==> src/rtl/player_sequencer_if.sv <==
`default_nettype none
// ============================================================================
//  Module      : player_sequencer_if
//  Description : CSR bus and player control/status bundle for the player
//                sequencer. The master side is the CPU plus the player memory,
//                the slave side is the sequencer itself.
//  Revision    : 1.0  initial release
// ============================================================================
interface player_sequencer_if;
    logic [1:0]  csr_address;
    logic        csr_write;
    logic [31:0] csr_writedata;
    logic        csr_read;
    logic [31:0] csr_readdata;
    logic        irq;
    logic        play_reset_n;
    logic        play_done;

    modport master (
        output csr_address,
        output csr_write,
        output csr_writedata,
        output csr_read,
        output play_done,
        input  csr_readdata,
        input  irq,
        input  play_reset_n
    );

    modport slave (
        input  csr_address,
        input  csr_write,
        input  csr_writedata,
        input  csr_read,
        input  play_done,
        output csr_readdata,
        output irq,
        output play_reset_n
    );
endinterface
`default_nettype wire

==> src/rtl/player_sequencer.sv <==
`default_nettype none
// ============================================================================
//  Module      : player_sequencer
//  Description : Sequences a player memory through repeated playbacks. Holds
//                the player in rewind between plays for a programmable gap,
//                counts completed plays and raises an irq when a finite run
//                of plays completes.
//  Revision    : 1.0  initial release
// ============================================================================
module player_sequencer #(
    parameter int COUNT_BITS = 16
) (
    input  wire logic          clk,
    input  wire logic          reset,
    player_sequencer_if.slave  bus
);

    typedef enum logic [1:0] {
        ST_IDLE = 2'd0,
        ST_PLAY = 2'd1,
        ST_GAP  = 2'd2
    } state_t;

    localparam logic [1:0] C_ADDR_CONTROL = 2'd0;
    localparam logic [1:0] C_ADDR_REPEAT  = 2'd1;
    localparam logic [1:0] C_ADDR_GAP     = 2'd2;
    localparam logic [1:0] C_ADDR_PLAYS   = 2'd3;

    state_t                r_state;
    state_t                w_state_next;

    logic [COUNT_BITS-1:0] r_repeat;
    logic [COUNT_BITS-1:0] r_gap;
    logic [COUNT_BITS-1:0] r_plays;
    logic [COUNT_BITS-1:0] r_gap_cnt;
    logic                  r_irq_enable;
    logic                  r_irq_pending;
    logic                  r_play_reset_n;
    logic [31:0]           r_csr_readdata;

    logic                  w_wr_control;
    logic                  w_wr_repeat;
    logic                  w_wr_gap;
    logic                  w_wr_plays;
    logic                  w_start;
    logic                  w_stop;
    logic                  w_start_accept;
    logic                  w_done_evt;
    logic                  w_complete;
    logic                  w_busy;
    logic                  w_gap_last;
    logic [COUNT_BITS-1:0] w_plays_inc;
    logic [COUNT_BITS-1:0] w_gap_load;
    logic [31:0]           w_control_rd;
    logic                  w_unused_wdata;

    // ------------------------------------------------------------------
    // CSR write decode
    // ------------------------------------------------------------------
    assign w_wr_control = bus.csr_write && (bus.csr_address == C_ADDR_CONTROL);
    assign w_wr_repeat  = bus.csr_write && (bus.csr_address == C_ADDR_REPEAT);
    assign w_wr_gap     = bus.csr_write && (bus.csr_address == C_ADDR_GAP);
    assign w_wr_plays   = bus.csr_write && (bus.csr_address == C_ADDR_PLAYS);

    // Stop has priority over start when both bits are written together.
    assign w_start        = w_wr_control && bus.csr_writedata[0];
    assign w_stop         = w_wr_control && bus.csr_writedata[1];
    assign w_start_accept = w_start && !w_stop && (r_state == ST_IDLE);

    // Only the low COUNT_BITS of REPEAT/GAP writes and bits [2:0] of a
    // CONTROL write carry meaning; the rest of the bus is intentionally
    // dropped.
    assign w_unused_wdata = ^bus.csr_writedata;

    // ------------------------------------------------------------------
    // Play bookkeeping
    // ------------------------------------------------------------------
    assign w_busy      = (r_state != ST_IDLE);
    assign w_plays_inc = r_plays + COUNT_BITS'(1);

    // A done pulse only counts while playing; a stop in the same cycle
    // abandons the play, so it neither counts nor completes the run.
    assign w_done_evt  = (r_state == ST_PLAY) && bus.play_done && !w_stop;

    // REPEAT is compared live, so a mid-run rewrite takes effect here.
    assign w_complete  = w_done_evt && (r_repeat != '0) && (w_plays_inc == r_repeat);

    // A zero gap still rewinds the player for one cycle.
    assign w_gap_load  = (r_gap == '0) ? COUNT_BITS'(1) : r_gap;
    assign w_gap_last  = (r_gap_cnt == COUNT_BITS'(1));

    // Next-state logic for the play sequencer.
    always_comb begin
        w_state_next = r_state;
        if (w_stop) begin
            w_state_next = ST_IDLE;
        end else begin
            case (r_state)
                ST_IDLE: begin
                    if (w_start) begin
                        w_state_next = ST_PLAY;
                    end
                end
                ST_PLAY: begin
                    if (w_done_evt) begin
                        w_state_next = w_complete ? ST_IDLE : ST_GAP;
                    end
                end
                ST_GAP: begin
                    if (w_gap_last) begin
                        w_state_next = ST_PLAY;
                    end
                end
                default: begin
                    w_state_next = ST_IDLE;
                end
            endcase
        end
    end

    // State register.
    always_ff @(posedge clk or posedge reset) begin
        if (reset) begin
            r_state <= ST_IDLE;
        end else begin
            r_state <= w_state_next;
        end
    end

    // Player rewind line, registered so it is high exactly while in PLAY.
    always_ff @(posedge clk or posedge reset) begin
        if (reset) begin
            r_play_reset_n <= 1'b0;
        end else begin
            r_play_reset_n <= (w_state_next == ST_PLAY);
        end
    end

    // Completed-play counter: cleared on an accepted start, wraps freely.
    always_ff @(posedge clk or posedge reset) begin
        if (reset) begin
            r_plays <= '0;
        end else if (w_start_accept) begin
            r_plays <= '0;
        end else if (w_done_evt) begin
            r_plays <= w_plays_inc;
        end
    end

    // Gap down-counter, loaded from the live GAP value at each done.
    always_ff @(posedge clk or posedge reset) begin
        if (reset) begin
            r_gap_cnt <= '0;
        end else if (w_done_evt && !w_complete) begin
            r_gap_cnt <= w_gap_load;
        end else if (r_state == ST_GAP) begin
            r_gap_cnt <= r_gap_cnt - COUNT_BITS'(1);
        end
    end

    // Software-programmed configuration registers.
    always_ff @(posedge clk or posedge reset) begin
        if (reset) begin
            r_repeat     <= '0;
            r_gap        <= '0;
            r_irq_enable <= 1'b0;
        end else begin
            if (w_wr_repeat) begin
                r_repeat <= bus.csr_writedata[COUNT_BITS-1:0];
            end
            if (w_wr_gap) begin
                r_gap <= bus.csr_writedata[COUNT_BITS-1:0];
            end
            if (w_wr_control) begin
                r_irq_enable <= bus.csr_writedata[2];
            end
        end
    end

    // Completion flag: a completion in the same cycle as a clear wins.
    always_ff @(posedge clk or posedge reset) begin
        if (reset) begin
            r_irq_pending <= 1'b0;
        end else if (w_complete) begin
            r_irq_pending <= 1'b1;
        end else if (w_wr_plays) begin
            r_irq_pending <= 1'b0;
        end
    end

    // ------------------------------------------------------------------
    // CSR read path
    // ------------------------------------------------------------------
    assign w_control_rd = {27'd0, r_state, r_irq_enable, r_irq_pending, w_busy};

    // Read data is captured from pre-write register values and held
    // between reads.
    always_ff @(posedge clk or posedge reset) begin
        if (reset) begin
            r_csr_readdata <= 32'd0;
        end else if (bus.csr_read) begin
            case (bus.csr_address)
                C_ADDR_CONTROL: r_csr_readdata <= w_control_rd;
                C_ADDR_REPEAT:  r_csr_readdata <= 32'(r_repeat);
                C_ADDR_GAP:     r_csr_readdata <= 32'(r_gap);
                C_ADDR_PLAYS:   r_csr_readdata <= 32'(r_plays);
                default:        r_csr_readdata <= 32'd0;
            endcase
        end
    end

    assign bus.csr_readdata = r_csr_readdata;
    assign bus.play_reset_n = r_play_reset_n;
    assign bus.irq          = r_irq_pending & r_irq_enable;

endmodule
`default_nettype wire

==> src/flat_wrapper.sv <==
// flat-port wrapper written by rule: the top's interface ports become plain ports
module player_sequencer_flat 
#(
    parameter int COUNT_BITS = 16
)
  (clk, reset, bus_csr_address, bus_csr_write, bus_csr_writedata, bus_csr_read, bus_play_done, bus_csr_readdata, bus_irq, bus_play_reset_n);
  player_sequencer_if bus_i ();
  input  wire logic clk;
  input  wire logic reset;
  input wire logic [$bits(bus_i.csr_address)-1:0] bus_csr_address;
  input wire logic [$bits(bus_i.csr_write)-1:0] bus_csr_write;
  input wire logic [$bits(bus_i.csr_writedata)-1:0] bus_csr_writedata;
  input wire logic [$bits(bus_i.csr_read)-1:0] bus_csr_read;
  input wire logic [$bits(bus_i.play_done)-1:0] bus_play_done;
  output wire logic [$bits(bus_i.csr_readdata)-1:0] bus_csr_readdata;
  output wire logic [$bits(bus_i.irq)-1:0] bus_irq;
  output wire logic [$bits(bus_i.play_reset_n)-1:0] bus_play_reset_n;
  assign bus_i.csr_address = bus_csr_address;
  assign bus_i.csr_write = bus_csr_write;
  assign bus_i.csr_writedata = bus_csr_writedata;
  assign bus_i.csr_read = bus_csr_read;
  assign bus_i.play_done = bus_play_done;
  assign bus_csr_readdata = bus_i.csr_readdata;
  assign bus_irq = bus_i.irq;
  assign bus_play_reset_n = bus_i.play_reset_n;
  player_sequencer #(.COUNT_BITS(COUNT_BITS)) u_core (.clk(clk), .reset(reset), .bus(bus_i));
endmodule
==> config.mk <==
export PLATFORM = sky130hd
export DESIGN_NAME = player_sequencer_flat
export DESIGN_NICKNAME = d
export VERILOG_FILES = /design/src/rtl/player_sequencer_if.sv /design/src/rtl/player_sequencer.sv /design/src/flat_wrapper.sv
export SDC_FILE = /design/constraint.sdc
export NUM_CORES = 1
export LEC_CHECK = 0
export ABC_CLOCK_PERIOD_IN_PS = 3800
export BUFFER_PORTS_ARGS = -buffer_cell sky130_fd_sc_hd__buf_2
export CORE_ASPECT_RATIO = 0.5
export CORE_MARGIN = 4
export CORE_UTILIZATION = 37
export DETAILED_ROUTE_END_ITERATION = 7
export HOLD_SLACK_MARGIN = 0.05
export PLACE_DENSITY = 0.59
export SLEW_MARGIN = 0
export SYNTH_ARGS = -nofsm -noshare
export SYNTH_HDL_FRONTEND = slang
export SYNTH_SLANG_ARGS = --single-unit
==> constraint.sdc <==
create_clock -name clk -period 3.8 [get_ports clk]
set_input_delay 0.76 -clock clk [delete_from_list [all_inputs] [get_ports clk]]
set_output_delay 0.76 -clock clk [all_outputs]
set_load 0.01 [all_outputs]
==> results of run 1 <==
[metal layers]
layer / track usage / up-vias / share of wire
met4: 0.0541 / 0 / 0.015
met1: 0.254 / 1893 / 0.51
li1: - / 1777 / -
met3: 0.0344 / 19 / 0.047
met2: 0.262 / 107 / 0.43
met5: 0 / - / 0
[through the flow]
stage	hold WS [ps]	setup WS, ps
global route	536	546
detailed placement	492	610
floorplan	454	847
global placement	489	624
CTS	506	778
finish	484	757
[flip-flops by register name, summed over array words and instances, names as in the netlist]
| signal | flops |
|---|---|
| u_core.bus.csr_readdata | 16 |
| u_core.bus.play_reset_n | 1 |
| u_core.r_gap | 16 |
| u_core.r_gap_cnt | 16 |
| u_core.r_irq_enable | 1 |
| u_core.r_irq_pending | 1 |
| u_core.r_plays | 16 |
| u_core.r_repeat | 16 |
| u_core.r_state | 2 |
[placed cells by master, fill, tap and decap left out, types with 8 or more instances in the layout]
master	instances
buf_4	9
clkbuf_16	9
nand3_1	12
xnor2_1	23
mux2_2	47
conb_1	16
and2_1	8
dfrtp_1	85
inv_1	13
a21oi_1	18
nor4_1	12
o21ai_0	29
buf_2	40
nor3_1	10
nand2_1	29
a22oi_1	15
nor2_1	43
[kinds of logic (layout without fill, tap and decap cells)]
group	count (synthesis)	in the layout	synth area share
and+or+nand+nor	146	146	0.156
DFF	85	85	0.440
buffers and inverters	56	79	0.0601
adders and majority gates	3	3	0.00777
other	1	16	0.000776
muxes	51	51	0.128
AOI/OAI and AO/OA	105	105	0.152
xor gates and xnor gates	30	30	0.0544
[how the worst max path moves through the flow]
| stage | from | slack (ps) | cells after the start | endpoint |
|---|---|---|---|---|
| 6_report | u_core.r_plays[0] | 760 | 9 | u_core.r_gap_cnt[9] |
| 5_1_grt | u_core.r_plays[0] | 550 | 8 | u_core.r_gap_cnt[10] |
| 2_1_floorplan | reset | 850 | 1 | u_core.bus.csr_readdata[0] |
| 3_3_place_gp | bus_csr_address[0] | 620 | 8 | u_core.r_gap_cnt[3] |
| 4_1_cts | u_core.r_plays[0] | 780 | 9 | u_core.r_gap_cnt[9] |
| 3_5_place_dp | bus_csr_address[0] | 610 | 8 | u_core.r_gap_cnt[10] |
[cell type report]
class	instances	area share
Tap cell	170	0.0388
Timing Repair Buffer	49	0.0488
Multi-Input combinational cell	351	0.451
Clock inverter	6	0.0201
Sequential cell	85	0.388
Clock buffer	10	0.0436
Inverter	14	0.00981
[power by group through the flow]
| stage | Clock [mW] | Combinational [mW] | Sequential, mW |
|---|---|---|---|
| floorplan | 0 | 0.613 | 1.27 |
| global placement | 0 | 0.768 | 1.32 |
| detailed placement | 0 | 0.775 | 1.33 |
| CTS | 1.04 | 0.782 | 1.32 |
| global route | 1.08 | 0.873 | 1.36 |
| finish | 1.03 | 0.779 | 1.32 |
==> results.txt, run 1 <==
DRC errors left -> 0
#FFs+latches synth -> 85
Post-synth top flop -> dfrtp_1
Critical-path cell list -> ha_1 > nand3_1 > or4_1 > xor2_1 > o2111a_1 > nand4_2 > buf_4 > nand2_1 > a221o_1
Count of cell types in the netlist -> 57
Synth top area share -> 0.440
Routed Antenna Nets -> 0
P_leak -> 2.31 nW
Async S/R FF share, synth -> 1.00
Crit path buf inv count -> 1
Total Routing Usage GR -> 0.174
Drt first pass iters -> 4
Post-route cell area -> 5480 µm²
CP max stage cell -> or4_1
Slew Limit Fails -> 0
Status -> complete, no violations
Mapped Avg Cell Area -> 10.1 µm²
Synthesis Warnings -> 0
Worst path max stage delay -> 530 ps
Gp weighted congestion -> 0.862
Final std cells w/o fill -> 685
Placed Cells -> 669
Sequential Area -> 2130 µm²
Clock Sinks -> 85
# diodes -> 0
Initial Utilization -> 0.380
Startpoint types -> flip-flop
HP Class -> primary input to async pin
Clock Pin Slew Worst Setup and Hold Paths -> 60 ps
RR Startpoint -> u_core.r_plays[0]
Post-CTS setup buffers -> 0
Overall Power -> 3.13 mW
Crit path max fanout -> 9
Final Hold Viols -> 0
Relative slew slack -> 0.411
Count leader, synth -> dfrtp_1
R2R Path End -> u_core.r_gap_cnt[9]
Die X -> 170 µm
Synthesis-to-finish area growth -> 13.5%
FP Rows -> 29
Critical Path RT -> 4030 ps
DP Area -> 5130 µm²
Wire length per cell -> 18.2 µm
Clock latency reported for the late side of the worst-skew pair -> 350 ps
TritonCTS clock tree -> done
Clock Path Buffers -> 2
FILL cells -> 1204
Resized Gates After CTS -> 0
P per Cell Area -> 570 nW/µm²
First-pass GRT wire length -> 20.3 mm
Footprint of the multi-input gates -> 2470 µm²
Antenna violations before repair -> 0
Setup Crit Path Kind -> flip-flop to flip-flop
Crit path DAT -> 3280 ps
Number of enable flip-flop cells after synthesis -> 0
Cells on worst reg2reg path -> 9
Clock period minus worst slack -> 3040 ps
Mapped Cells -> 477
Proportion of layout cells with a drive suffix above 1 -> 0.247
R2r setup slk -> 760 ps
Peak supply drop -> 254 µV
Clock Power Share -> 0.328
Int Pwr -> 2.13 mW
I/O pin count -> 73
Routed wire length -> 12.5 mm
Sw power -> 0.999 mW
TritonCTS Buffers -> 9
Vias in the first global route -> 3698
Die H -> 88.8 µm
CP delay by family, top -> simple AND/OR/NAND/NOR gates
Number of nets in the layout -> 552
Gr ovfl total -> 0
Max-cap violations -> 0
Worst Tran Pin Value -> 880 ps
Commonest cells post-synth -> dfrtp_1, mux2_2, nor2_1
Setup TNS -> 0 ps
Net Sw Frac -> 0.320
# hold bufs at CTS -> 0
H-tree depth -> 3
RSZ-0062 raised after global routing -> false
Setup-failing EPs final -> 0
Synthesized cell area -> 4830 µm²
Vias -> 3796
Synth area leader -> dfrtp_1
Layout Skew -> 7.82 ps
Largest cells by area after synthesis -> dfrtp_1, mux2_2, xnor2_1
CTS root buf -> clkbuf_16
Fmax -> 329 MHz
First DRT Iteration DRCs -> 322
Port Buffers -> 40
Reg power frac -> 0.423
Final core utilization -> 0.432
Pin count of the biggest net entering global routing -> 39
Core Box Area -> 12700 µm²
Worst Setup End Kind -> flip-flop
Post-synthesis sequential area ratio -> 0.440
Vias per std cell -> 5.54
Final period util -> 0.801
Comb power frac -> 0.249
Die area -> 15100 µm²
Dpl hpwl -> 9.07 mm
(Power assumes the default switching activity.)
==> run 2: changes to the inputs <==
--- a/config.mk
+++ b/config.mk
@@ -5,7 +5,7 @@
 export SDC_FILE = /design/constraint.sdc
 export NUM_CORES = 1
 export LEC_CHECK = 0
-export ABC_CLOCK_PERIOD_IN_PS = 3800
+export ABC_CLOCK_PERIOD_IN_PS = 2800
 export BUFFER_PORTS_ARGS = -buffer_cell sky130_fd_sc_hd__buf_2
 export CORE_ASPECT_RATIO = 0.5
 export CORE_MARGIN = 4
==> constraint.sdc (replaced) <==
create_clock -name clk -period 2.8 [get_ports clk]
set_input_delay 0.56 -clock clk [delete_from_list [all_inputs] [get_ports clk]]
set_output_delay 0.56 -clock clk [all_outputs]
set_load 0.01 [all_outputs]
==> run 2 against run 1 <==
Against the previous run: die area is the same; combinational power increased by 49%; design area grew 3.0%; register-to-register slack got worse by 700 ps; cell count increased by 2.8%; clock skew is 3.9 ps lower; global-route usage up 0.11 points; clock power grew 34%; first-iteration DRC count shrank 16%; fmax rose by 11%; total power increased by 38%; utilization is 1.3 points higher; largest power group unchanged.
==> results.txt, run 2 (synthesis gave the netlist of run 1 again) <==
DRC errors left -> 0
FP Rows -> 29
Setup TNS -> 0 ps
Gr ovfl total -> 0
Core Box Area -> 12700 µm²
Dpl hpwl -> 9.38 mm
P_leak -> 2.45 nW
Status -> complete, no violations
TritonCTS Buffers -> 9
First-pass GRT wire length -> 20.3 mm
Crit path DAT -> 2970 ps
Relative slew slack -> 0.245
Wire length per cell -> 18.2 µm
Total Routing Usage GR -> 0.175
Worst path max stage delay -> 490 ps
Routed wire length -> 12.8 mm
Worst Tran Pin Value -> 1130 ps
Final Hold Viols -> 0
Clock period minus worst slack -> 2740 ps
Setup-failing EPs final -> 0
HP Class -> primary input to async pin
Crit path max fanout -> 7
TritonCTS clock tree -> done
Resized Gates After CTS -> 0
CTS root buf -> clkbuf_16
Initial Utilization -> 0.380
Die H -> 88.8 µm
CP delay by family, top -> simple AND/OR/NAND/NOR gates
H-tree depth -> 3
Die area -> 15100 µm²
Crit path buf inv count -> 0
Proportion of layout cells with a drive suffix above 1 -> 0.272
Peak supply drop -> 314 µV
I/O pin count -> 73
Synthesis-to-finish area growth -> 17.0%
RR Startpoint -> u_core.r_plays[11]
Clock Sinks -> 85
Setup Crit Path Kind -> flip-flop to flip-flop
Critical Path RT -> 3020 ps
Worst Setup End Kind -> flip-flop
P per Cell Area -> 761 nW/µm²
First DRT Iteration DRCs -> 271
Vias per std cell -> 5.45
Final core utilization -> 0.445
Final period util -> 0.979
Clock latency reported for the late side of the worst-skew pair -> 340 ps
Layout Skew -> 3.90 ps
Max-cap violations -> 0
R2r setup slk -> 60 ps
Met2 Usage GRT -> 0.269
Slew Limit Fails -> 0
# hold bufs at CTS -> 0
Gp weighted congestion -> 0.873
Startpoint types -> flip-flop
Met1 Use GR -> 0.258
Routed Antenna Nets -> 0
Number of nets in the layout -> 571
Most frequent cells in the layout -> dfrtp_1, mux2_2, nor2_1, buf_2
Clock Pin Slew Worst Setup and Hold Paths -> 60 ps
Vias in the first global route -> 3632
CP max stage cell -> dfrtp_1
Clock Path Buffers -> 2
Cells on worst reg2reg path -> 7
Die X -> 170 µm
Drt first pass iters -> 5
RSZ-0062 raised after global routing -> false
Critical-path cell list -> nand4_1 > nor4_4 > xnor2_1 > a2111oi_4 > nand4_2 > and2_1 > a221o_1
Port Buffers -> 40
# diodes -> 0
R2R Path End -> u_core.r_gap_cnt[10]
Post-CTS setup buffers -> 0
Vias -> 3835
Commonest non-fill, non-tap cell in the layout -> dfrtp_1
FILL cells -> 1195
Antenna violations before repair -> 0
Fmax -> 365 MHz
Top Usage Layer GRT -> met2
GR Util met3 -> 0.0303
Pin count of the biggest net entering global routing -> 39
## run 2: metal layers
metal,share of wire,routed length (µm)
met1,0.51,6520
met2,0.44,5650
met3,0.038,485
met4,0.0097,124
met5,0,0
## run 2: worst max-delay path by stage
stage,slack (ps),startpoint,cells after the start,end
6_report,60,u_core.r_plays[11],7,u_core.r_gap_cnt[10]
5_1_grt,6,u_core.r_plays[11],7,u_core.r_gap_cnt[3]
4_1_cts,70,u_core.r_plays[10],7,u_core.r_gap_cnt[10]
3_5_place_dp,2,bus_csr_write,7,u_core.r_plays[13]
3_3_place_gp,50,bus_csr_write,7,u_core.r_plays[13]
2_1_floorplan,50,reset,1,u_core.bus.csr_readdata[0]
## run 2: area by class of cell
| cell class | instances | area [µm²] | share of cell area |
|---|---|---|---|
| Clock buffer | 12 | 246 | 0.0436 |
| Timing Repair Buffer | 68 | 423 | 0.0748 |
| Multi-Input combinational cell | 351 | 2490 | 0.441 |
| Sequential cell | 85 | 2130 | 0.377 |
| Tap cell | 170 | 213 | 0.0376 |
| Inverter | 14 | 53.8 | 0.00952 |
| Clock inverter | 4 | 95.1 | 0.0168 |
## run 2: metrics by stage
step                      std cells  setup slack, ps  power, mW  hold WS [ps]  cell area (µm²)
after floorplan                 492             46.5       2.55           454             4890
after global routing            704             5.56       4.55           358             5650
after detailed placement        688             1.92       2.93           492             5290
after global placement          688             45.9       2.90           487             5290
after CTS                       704             74.1       4.32           324             5630
final                           704             59.8       4.30           303             5650
## run 2: power breakdown
group / total (mW) / switching (mW) / internal, mW
Sequential: 1.76 / 0.277 / 1.49
Clock: 1.38 / 0.482 / 0.895
Combinational: 1.16 / 0.604 / 0.558
==> run 3: changes to the inputs <==
--- a/config.mk
+++ b/config.mk
@@ -5,6 +5,7 @@
 export SDC_FILE = /design/constraint.sdc
 export NUM_CORES = 1
 export LEC_CHECK = 0
+export ABC_AREA = 1
 export ABC_CLOCK_PERIOD_IN_PS = 2800
 export BUFFER_PORTS_ARGS = -buffer_cell sky130_fd_sc_hd__buf_2
 export CORE_ASPECT_RATIO = 0.5
==> run 3 against run 2 <==
Against the previous run: synthesized cell count is 38% higher; critical path depth is 7 higher; total power is 9.0% higher; non-clock buffer count is 22 lower; clock skew is 3.2 ps higher; largest cell class unchanged; sequential share of layout area is 0.56 points higher.
==> results.txt, run 3 <==
Status -> complete, no violations
Antenna violations before repair -> 0
Crit path max fanout -> 10
Post-synthesis sequential area ratio -> 0.432
Initial Utilization -> 0.384
R2r setup slk -> 300 ps
Critical-path cell list -> ha_1 > nand2_1 > nor2_4 > nand3_1 > nand2_1 > nand2_1 > nand2_1 > nand2_1 > nor2_1 > nand3_2 > o21ai_4 > buf_4 > nand3_1 > nand3_1
FP Rows -> 29
Clock Pin Slew Worst Setup and Hold Paths -> 60 ps
Crit path DAT -> 2770 ps
Drt first pass iters -> 5
HP Class -> primary input to async pin
Routed wire length -> 13.8 mm
Mux share of post-synthesis cell area -> 0.0226
CTS root buf -> clkbuf_16
Worst Tran Pin Value -> 884 ps
# hold bufs at CTS -> 0
Placed Cells -> 855
First DRT Iteration DRCs -> 576
Startpoint types -> flip-flop
Resized Gates After CTS -> 0
Synth area leader -> dfrtp_1
Async S/R FF share, synth -> 1.00
#FFs+latches synth -> 85
P per Cell Area -> 843 nW/µm²
Final core utilization -> 0.433
Pin count of the biggest net entering global routing -> 86
Post-CTS setup buffers -> 0
R2R Path End -> u_core.r_gap_cnt[11]
TritonCTS clock tree -> done
Synthesized cell area -> 4930 µm²
Routed Antenna Nets -> 0
I/O pin count -> 73
Footprint of the multi-input gates -> 2320 µm²
Mapped Cells -> 657
Simple-gate portion of the synthesized area -> 0.293
Core Box Area -> 12800 µm²
Final period util -> 0.892
Setup-failing EPs final -> 0
Relative slew slack -> 0.408
Worst path max stage delay -> 400 ps
Largest family of logic cells by synthesized area -> simple AND/OR/NAND/NOR gates
Post-Synth XOR/XNOR Area -> 0.0170
Cells on worst reg2reg path -> 14
DRC errors left -> 0
Vias -> 4550
Mapped Avg Cell Area -> 7.50 µm²
Peak supply drop -> 310 µV
Synthesis-to-finish area growth -> 12.9%
RSZ-0062 raised after global routing -> false
Die X -> 171 µm
Number of nets in the layout -> 738
Vias per std cell -> 5.22
Die area -> 15300 µm²
Wire length per cell -> 15.8 µm
Port Buffers -> 40
First-pass GRT wire length -> 22.3 mm
TritonCTS Buffers -> 9
Clock period minus worst slack -> 2500 ps
Post-route cell area -> 5560 µm²
Post-synth top flop -> dfrtp_1
Dpl ws -> 105 ps
Most frequent cells in the layout -> nand2_1, inv_1, dfrtp_1, nand3_1, o21ai_0
Commonest non-fill, non-tap cell in the layout -> nand2_1
Area share of fa/ha/maj cells after synthesis -> 0.00762
P_leak -> 2.75 nW
Die H -> 89.6 µm
Fmax -> 400 MHz
FILL cells -> 1310
Count of cell types in the netlist -> 41
Dpl hpwl -> 10.2 mm
Critical Path RT -> 3080 ps
Synth top area share -> 0.432
Synthesis Warnings -> 0
Synth Area in Compound Gates -> 0.118
Most frequent CP cell -> nand2_1
Gp weighted congestion -> 0.875
DP Area -> 5260 µm²
Largest cells by area after synthesis -> dfrtp_1, nand2_1, nand3_1
Commonest cells post-synth -> nand2_1, inv_1, dfrtp_1
CP delay by family, top -> simple AND/OR/NAND/NOR gates
Gr ovfl total -> 0
Number of enable flip-flop cells after synthesis -> 0
Worst Setup End Kind -> flip-flop
Count leader, synth -> nand2_1
RR Startpoint -> u_core.r_plays[0]
Vias in the first global route -> 4266
Sequential Area -> 2130 µm²
Total Routing Usage GR -> 0.188
Setup TNS -> 0 ps
CP max stage cell -> dfrtp_1
Proportion of layout cells with a drive suffix above 1 -> 0.128
Clock latency reported for the late side of the worst-skew pair -> 340 ps
Slew Limit Fails -> 0
PnR worst setup slack -> 302 ps
Layout Skew -> 7.10 ps
Setup Crit Path Kind -> flip-flop to flip-flop
Final std cells w/o fill -> 871
# diodes -> 0
Clock Sinks -> 85
Crit path buf inv count -> 1
H-tree depth -> 3
Final Hold Viols -> 0
Max-cap violations -> 0
Clock Path Buffers -> 2
-- run 3: cell count changes after synthesis, sizes merged, moves of 13 or more --
cell / delta
nand2: +131
inv: +77
nand3: +68
mux2: -38
o21ai: +33
xnor2: -18
nor2: +16
a22oi: -15
a21oi: -14
o22ai: +13
-- run 3: per-stage QoR --
| step | total power, mW | hold WS (ps) |
|---|---|---|
| after CTS | 4.70 | 334 |
| after floorplan | 3.03 | 453 |
| after global routing | 5.06 | 347 |
| after global placement | 3.44 | 469 |
| final | 4.69 | 309 |
| after detailed placement | 3.47 | 477 |
-- run 3: report_power, final --
group	switching (mW)	internal (mW)	total, mW
clock network	0.499	0.718	1.22
logic	0.976	0.584	1.56
registers	0.352	1.56	1.91
-- run 3: routing by layer --
layer / track usage / vias up / share of wire
li1: - / 2215 / -
met4: 0.0431 / 0 / 0.0093
met3: 0.0394 / 13 / 0.077
met2: 0.283 / 184 / 0.42
met5: 0 / - / 0
met1: 0.279 / 2138 / 0.49
-- run 3: worst register-to-register path: cells and delay by family (launching register included) --
kind / cells / cell delay, ps
simple gates: 11 / 1260
flops: 1 / 400
fa+ha+maj: 1 / 210
compound gates: 1 / 320
buf+inv: 1 / 240
-- run 3: kinds of logic after synthesis --
| kind of cell | Yosys count |
|---|---|
| buffers and inverters | 125 |
| XOR/XNOR | 8 |
| AND/OR/NAND/NOR | 327 |
| multiplexers | 10 |
| adder cells (fa/ha/maj) | 3 |
| flip-flops | 85 |
| other | 1 |
| AO/OA/AOI/OAI | 98 |
-- run 3: area by class of cell --
type                    instances  area share
clock buffers                  11      0.0436
clock inverters                 5      0.0103
inverters                      92      0.0623
multi-input cells             462       0.417
flip-flops and latches         85       0.382
well taps                     170      0.0382
repair buffers                 46      0.0463
-- run 3: worst max-delay path by stage --
stage,endpoint,cells after the start,slack (ps),start
3_3_place_gp,u_core.r_gap[15],5,130,bus_csr_address[1]
2_1_floorplan,u_core.bus.csr_readdata[0],1,50,reset
5_1_grt,u_core.r_gap[2],5,60,bus_csr_address[1]
3_5_place_dp,u_core.r_gap[7],5,110,bus_csr_address[1]
6_report,u_core.r_gap_cnt[11],14,300,u_core.r_plays[0]
4_1_cts,u_core.r_gap_cnt[11],14,340,u_core.r_plays[0]
